### src/rtl/temp_bcd_sampler.sv
// temp_bcd_sampler
//   Accepts signed binary temperature samples (tenths of a degree) over a
//   valid/ready handshake. Converts |sample| and the signed change from the
//   previously accepted sample into 3-digit BCD with a 10-cycle shift-add-3
//   engine. All results are presented together, qualified by a one-cycle
//   out_valid strobe. The outputs hold their values until the next strobe.
//
// Ports
//   clk, rst                  clock, synchronous active-high reset
//   sample_valid/ready/data   input handshake; ready is high only in IDLE
//   temp_value_{huns,tens,ones}, temp_value_sign
//                             BCD magnitude of the sample and its sign
//   temp_delta_{huns,tens,ones}, temp_delta_sign
//                             BCD magnitude of (sample - previous); the sign
//                             is 1 when the temperature decreased
//   first_sample              outputs come from the first sample since reset
//   sat                       value or delta was clamped to SAT_LIMIT
//   out_valid                 one-cycle update strobe
module temp_bcd_sampler #(
  parameter int SAMPLE_W  = 11,
  parameter int SAT_LIMIT = 999
) (
  input  logic                       clk,
  input  logic                       rst,
  input  logic                       sample_valid,
  output logic                       sample_ready,
  input  logic signed [SAMPLE_W-1:0] sample_data,
  output logic [3:0]                 temp_value_ones,
  output logic [3:0]                 temp_value_tens,
  output logic [3:0]                 temp_value_huns,
  output logic                       temp_value_sign,
  output logic [3:0]                 temp_delta_ones,
  output logic [3:0]                 temp_delta_tens,
  output logic [3:0]                 temp_delta_huns,
  output logic                       temp_delta_sign,
  output logic                       first_sample,
  output logic                       sat,
  output logic                       out_valid
);

  // One extra bit so that |most negative sample| and the full-range
  // difference of two samples are both representable.
  localparam int XW = SAMPLE_W + 1;

  typedef enum logic [1:0] {
    S_IDLE  = 2'd0,
    S_PREP  = 2'd1,
    S_SHIFT = 2'd2,
    S_OUT   = 2'd3
  } state_t;

  // Clamp a magnitude to SAT_LIMIT; the comparison is done at 32 bits so it
  // is independent of XW.
  function automatic logic [9:0] clamp_mag(input logic [XW-1:0] m);
    logic [31:0] m32;
    m32 = 32'(m);
    if (m32 > 32'(SAT_LIMIT)) return 10'(SAT_LIMIT);
    else                      return 10'(m);
  endfunction

  function automatic logic was_clamped(input logic [XW-1:0] m);
    return 32'(m) > 32'(SAT_LIMIT);
  endfunction

  // One double-dabble step on {bcd[11:0], bin[9:0]}: correct every BCD
  // nibble that would overflow on doubling, then shift left by one.
  function automatic logic [21:0] dd_step(input logic [21:0] c);
    logic [21:0] t;
    t = c;
    for (int i = 0; i < 3; i++) begin
      if (t[10+4*i +: 4] >= 4'd5) t[10+4*i +: 4] = t[10+4*i +: 4] + 4'd3;
    end
    return {t[20:0], 1'b0};
  endfunction

  state_t state_q, state_d;

  logic signed [SAMPLE_W-1:0] sample_q, sample_d;
  logic signed [SAMPLE_W-1:0] prev_q, prev_d;
  logic                       first_q, first_d;
  logic [3:0]                 cnt_q, cnt_d;
  logic [21:0]                vconv_q, vconv_d;
  logic [21:0]                dconv_q, dconv_d;
  logic                       dsign_q, dsign_d;
  logic                       satp_q, satp_d;

  logic [11:0]                val_bcd_q, val_bcd_d;
  logic [11:0]                dlt_bcd_q, dlt_bcd_d;
  logic                       val_sign_q, val_sign_d;
  logic                       dlt_sign_q, dlt_sign_d;
  logic                       sat_q, sat_d;
  logic                       first_out_q, first_out_d;
  logic                       out_valid_q, out_valid_d;

  logic                       accept;
  logic signed [XW-1:0]       s_ext, p_ext, diff;
  logic [XW-1:0]              mag, dmag;
  logic                       dneg;

  // ---------------------------------------------------------------- FSM
  always_ff @(posedge clk) begin
    if (rst) state_q <= S_IDLE;
    else     state_q <= state_d;
  end

  always_comb begin
    state_d = state_q;
    case (state_q)
      S_IDLE:  if (sample_valid) state_d = S_PREP;
      S_PREP:  state_d = S_SHIFT;
      S_SHIFT: if (cnt_q == 4'd9) state_d = S_OUT;
      S_OUT:   state_d = S_IDLE;
      default: state_d = S_IDLE;
    endcase
  end

  always_comb begin
    sample_ready = (state_q == S_IDLE);
  end

  assign accept = sample_valid && sample_ready;

  // ------------------------------------------- PREP: magnitude and delta
  always_comb begin
    s_ext = {sample_q[SAMPLE_W-1], sample_q};
    p_ext = {prev_q[SAMPLE_W-1], prev_q};
    diff  = s_ext - p_ext;
    mag   = s_ext[XW-1] ? -s_ext : s_ext;
    dneg  = diff[XW-1] && !first_q;
    if (first_q)      dmag = '0;
    else if (dneg)    dmag = -diff;
    else              dmag = diff;
  end

  // ---------------------------------------- datapath next-state selection
  always_comb begin
    sample_d    = sample_q;
    prev_d      = prev_q;
    first_d     = first_q;
    cnt_d       = cnt_q;
    vconv_d     = vconv_q;
    dconv_d     = dconv_q;
    dsign_d     = dsign_q;
    satp_d      = satp_q;
    val_bcd_d   = val_bcd_q;
    dlt_bcd_d   = dlt_bcd_q;
    val_sign_d  = val_sign_q;
    dlt_sign_d  = dlt_sign_q;
    sat_d       = sat_q;
    first_out_d = first_out_q;
    out_valid_d = 1'b0;

    case (state_q)
      S_IDLE: begin
        if (accept) sample_d = sample_data;
      end
      S_PREP: begin
        vconv_d = {12'd0, clamp_mag(mag)};
        dconv_d = {12'd0, clamp_mag(dmag)};
        dsign_d = dneg;
        satp_d  = was_clamped(mag) || was_clamped(dmag);
        cnt_d   = 4'd0;
      end
      // SHIFT: both converters advance one bit per cycle, 10 cycles total.
      S_SHIFT: begin
        vconv_d = dd_step(vconv_q);
        dconv_d = dd_step(dconv_q);
        cnt_d   = cnt_q + 4'd1;
      end
      S_OUT: begin
        val_bcd_d   = vconv_q[21:10];
        dlt_bcd_d   = dconv_q[21:10];
        val_sign_d  = sample_q[SAMPLE_W-1];
        dlt_sign_d  = dsign_q;
        sat_d       = satp_q;
        first_out_d = first_q;
        out_valid_d = 1'b1;
        // prev keeps the raw, unclamped sample so later deltas stay exact.
        prev_d      = sample_q;
        first_d     = 1'b0;
      end
      default: ;
    endcase
  end

  // Working registers of the converter carry no reset: they are always
  // reloaded in PREP before being used.
  always_ff @(posedge clk) begin
    sample_q <= sample_d;
    vconv_q  <= vconv_d;
    dconv_q  <= dconv_d;
    dsign_q  <= dsign_d;
    satp_q   <= satp_d;
  end

  always_ff @(posedge clk) begin
    if (rst) begin
      prev_q      <= '0;
      first_q     <= 1'b1;
      cnt_q       <= 4'd0;
      val_bcd_q   <= '0;
      dlt_bcd_q   <= '0;
      val_sign_q  <= 1'b0;
      dlt_sign_q  <= 1'b0;
      sat_q       <= 1'b0;
      first_out_q <= 1'b0;
      out_valid_q <= 1'b0;
    end else begin
      prev_q      <= prev_d;
      first_q     <= first_d;
      cnt_q       <= cnt_d;
      val_bcd_q   <= val_bcd_d;
      dlt_bcd_q   <= dlt_bcd_d;
      val_sign_q  <= val_sign_d;
      dlt_sign_q  <= dlt_sign_d;
      sat_q       <= sat_d;
      first_out_q <= first_out_d;
      out_valid_q <= out_valid_d;
    end
  end

  // ---------------------------------------------------------------- outputs
  assign temp_value_huns = val_bcd_q[11:8];
  assign temp_value_tens = val_bcd_q[7:4];
  assign temp_value_ones = val_bcd_q[3:0];
  assign temp_value_sign = val_sign_q;
  assign temp_delta_huns = dlt_bcd_q[11:8];
  assign temp_delta_tens = dlt_bcd_q[7:4];
  assign temp_delta_ones = dlt_bcd_q[3:0];
  assign temp_delta_sign = dlt_sign_q;
  assign first_sample    = first_out_q;
  assign sat             = sat_q;
  assign out_valid       = out_valid_q;

endmodule
### config.mk
export PLATFORM = sky130hd
export DESIGN_NAME = temp_bcd_sampler
export DESIGN_NICKNAME = d
export VERILOG_FILES = /design/src/rtl/temp_bcd_sampler.sv
export SDC_FILE = /design/constraint.sdc
export NUM_CORES = 1
export LEC_CHECK = 0
export CAP_MARGIN = 25
export CORE_ASPECT_RATIO = 1.5
export CORE_MARGIN = 5
export CORE_UTILIZATION = 30
export CTS_CLUSTER_DIAMETER = 50
export DETAILED_ROUTE_END_ITERATION = 10
export DONT_BUFFER_PORTS = 1
export RECOVER_POWER = 100
export SLEW_MARGIN = 20
export SYNTH_ARGS = -nofsm -noshare
export SYNTH_HDL_FRONTEND = slang
export SYNTH_SLANG_ARGS = --single-unit
### constraint.sdc
create_clock -name clk -period 3.43 [get_ports clk]
set_input_delay 0.1715 -clock clk [delete_from_list [all_inputs] [get_ports clk]]
set_output_delay 0.1715 -clock clk [all_outputs]
set_load 0.01 [all_outputs]
==> results.md <==
* N_diodes at 0
* Vias in the first global route at 4,263
* Detailed-route wire length at 12,300 µm
* Syn Inst Count at 560
* Met3 GRT Util at 2.08%
* Rows at 61
* Worst-Skew Late Latency at 0.36 ns
* Final period util at 96.4%
* Synth top area cells: edfxtp_1 (31%), dfxtp_1 (17%), mux2i_1 (7.0%), ha_1 (7.0%), nor2_1 (6.0%)
* Top cell type by total area after synthesis: edfxtp_1
* Worst Tran Pin Value at 1.66 ns
* GRT met2 Usage at 21.6%
* Max-cap viol count at 1
* Outcome: finished with violations
* Min Tclk post-route at 3.31 ns
* Avg WL per Cell at 14.4 µm
* Placed inst area at 5990 µm²
* Unique cell type count in the Yosys netlist at 61
* Gpl congestion at 0.860
* Ys async rst share at 0%
* Largest net degree at the start of global routing at 47
* CTS Buffer Depth at 2
* Critical path endpoint category: register
* Via count at 4,108
* Worst-path fanout max at 7
* Slowest cell delay on critical path at 0.60 ns
* Routing usage on met1 at 13.4%
* Max Slew Vio Count at 38
* Pwr Total at 5.50 mW
* # IOs at 44
* Vias per inst at 4.83
* Combinational Power Share at 40.9%
* Worst slew margin at -10.6%
* Initial DRC count at 270
* Clock net sink count at 103
* # setup viols final at 0
* Core ar. at 18,400 µm²
* Net Switching at 2.15 mW
* Die X at 121 µm
* Failing checks: capacitance limit, slew limit
* CTS tree: done
* Number of H-tree levels at 3
* Leading register cell type out of synthesis: edfxtp_1
* Reg power frac at 39.4%
* Switch share at 39.1%
* Fillers at 1,833
* Fmax at 302 MHz
* P per Cell Area at 851 nW/µm²
* P_int at 3.35 mW
* WHS at 0.123 ns
* Detail Route Antenna Nets at 0
* Hold Crit Class: in2reg
* Total track usage at 12.1%
* Die area at 21,300 µm²
* Clock Power Share at 19.8%
* Root buf cell: clkbuf_16
* Setup Skew at 0.0175 ns
* Final instance area at 6460 µm²
* Post-DP HPWL at 9070 µm
* First-pass GRT wire length at 20,700 µm
* Leakage at 2.31 nW
* Area fraction of the dominant cell type after synthesis at 30.9%
* Sequential area share after synthesis at 47.5%
* Flops & latches, synth at 103
* Die H at 176 µm
* Area delta synth->final at 16.5%
* Critical path required time at 3.52 ns
* DR pass1 iterations at 4
* Number of synthesized flops with an enable pin at 57
* Post-Syn Nets at 606
* Initial antenna violation count at 0
* Layout cells sized above 1 at 9.36%
* Synth Warn # at 0
* Crit path cell chain: inv_1 > ha_1 > fa_1 > nor2b_2 > o2111a_1 > or4b_1 > and3_1 > or4_4 > a221oi_1 > o21ai_1
* Worst Path Class, Setup: reg2reg
* Synthesized cell area at 5540 µm²
* TritonCTS Buffers at 9
* Crit-path slowest cell: or4_4
* Fin nets at 639
* Max VDD drop at 0.000280 V
* Initial Utilization at 30.1%
* Register Area at 2630 µm²
* GR peak layer: met2
* Multi-input logic area at 2720 µm²
* Hold Vio Cnt, Final at 0
* Synthesized area per cell at 9.89 µm²
* PortBufs at 0
* Total gr overflow at 0
* Clock transition at path regs at 0.07 ns
* DR DRC count at 0
* Critical path arrival at 3.40 ns
* CP Launch Type: register
[sequential cells by signal, indices dropped and copies added, names as in the netlist]
| signal | cells |
|---|---|
| dconv_q | 22 |
| vconv_q | 22 |
| dlt_bcd_q | 12 |
| val_bcd_q | 12 |
| prev_q | 11 |
| sample_q | 11 |
| cnt_q | 4 |
| state_q | 2 |
| dsign_q | 1 |
| first_q | 1 |
| first_sample | 1 |
| out_valid | 1 |
| sat | 1 |
| satp_q | 1 |
| temp_delta_sign | 1 |
[layout by cell type (no fill, tap or decap), types with 4 or more instances in the layout]
cell	Yosys	routed
a211oi_1	4	4
ha_1	31	31
a221oi_1	6	4
nand2b_1	8	8
xnor2_1	19	19
o21ai_1	8	6
clkbuf_1	16	6
mux2i_1	39	39
buf_4	0	24
xor2_1	14	13
dfxtp_1	46	46
clkbuf_16	0	9
nand2_1	42	42
dlygate4sd3_1	0	11
and2_1	7	5
o21ai_0	17	19
nor3_1	8	8
o211ai_1	5	5
nor2_1	88	88
a31oi_1	5	5
a2bb2oi_1	4	4
nand3_1	4	4
o31ai_1	5	5
or3_1	6	6
inv_1	36	36
a21oi_1	32	31
edfxtp_1	57	57
[timing repair]
action	in CTS	in global routing
setup buffers	0	3
setup endpoints to repair	0	11
resized for setup	0	5
hold endpoints to repair	57	0
hold buffers	12	0
[kinds of logic (layout without fill, tap and decap cells)]
kind of cell               count (synthesis)  count (layout)  synth area share [%]
DFF                                      103             103                  47.5
and+or+nand+nor                          182             182                  14.9
adders and majority gates                 32              32                  7.36
AOI/OAI and AO/OA                        112             112                  13.8
xor gates and xnor gates                  33              33                  5.22
buffers and inverters                     58              96                  3.97
muxes                                     40              40                  7.25
[cells in the mapped netlist, types with 6 or more instances]
cell and number:
nor2_1 88, edfxtp_1 57, dfxtp_1 46, nand2_1 42, mux2i_1 39, inv_1 36, a21oi_1 32, ha_1 31
xnor2_1 19, o21ai_0 17, clkbuf_1 16, xor2_1 14, nand2b_1 8, nor3_1 8, o21ai_1 8, and2_1 7
a221oi_1 6, or3_1 6
[power by group through the flow]
stage	clock network, mW	registers [mW]	logic (mW)
floorplan	0	2.11	1.66
global placement	0	2.17	2.16
detailed placement	0	2.19	2.23
CTS	1.12	2.16	2.27
global route	1.16	2.23	2.53
finish	1.09	2.16	2.25
[cell type report]
cell class	instances	area share, %
multi-input cells	399	42.1
flip-flops and latches	103	40.8
repair buffers	43	5.23
well taps	252	4.88
clock buffers	9	3.49
inverters	37	2.15
clock inverters	7	1.38
[per-stage QoR]
stage	util, %	TNS, ns	worst slack, ns	instances
3_3_place_gp	32.6	0	0.110	819
3_5_place_dp	32.6	0	0.0333	819
5_1_grt	35.1	-0.00169	-0.00118	850
6_report	35.1	0	0.123	850
2_1_floorplan	-	0	0.0960	560
4_1_cts	35.0	0	0.0181	847
[per-layer routing]
metal / part of all wire [%] / wire length, µm
met1: 41 / 4990
met2: 52 / 6400
met3: 4.2 / 511
met5: 0 / 0
met4: 3.1 / 381
[critical path, delay by kind of cell, from the launching register on]
family	cells	cell delay (ns)
AOI/OAI and AO/OA	3	0.68
buffers and inverters	1	0.10
DFF	1	0.39
and+or+nand+nor	4	1.42
adders and majority gates	2	0.46
[worst paths after layout]
path               startpoint          to  slack (ns)  cells past startpoint
hold reg to reg     prev_q[4]   prev_q[4]        0.49                      2
setup / recovery  sample_q[0]  dconv_q[6]        0.12                     10
setup reg to reg  sample_q[0]  dconv_q[6]        0.12                     10
hold / removal            rst   out_valid        0.12                      2
Note: power is estimated with default switching activity, not from simulation.
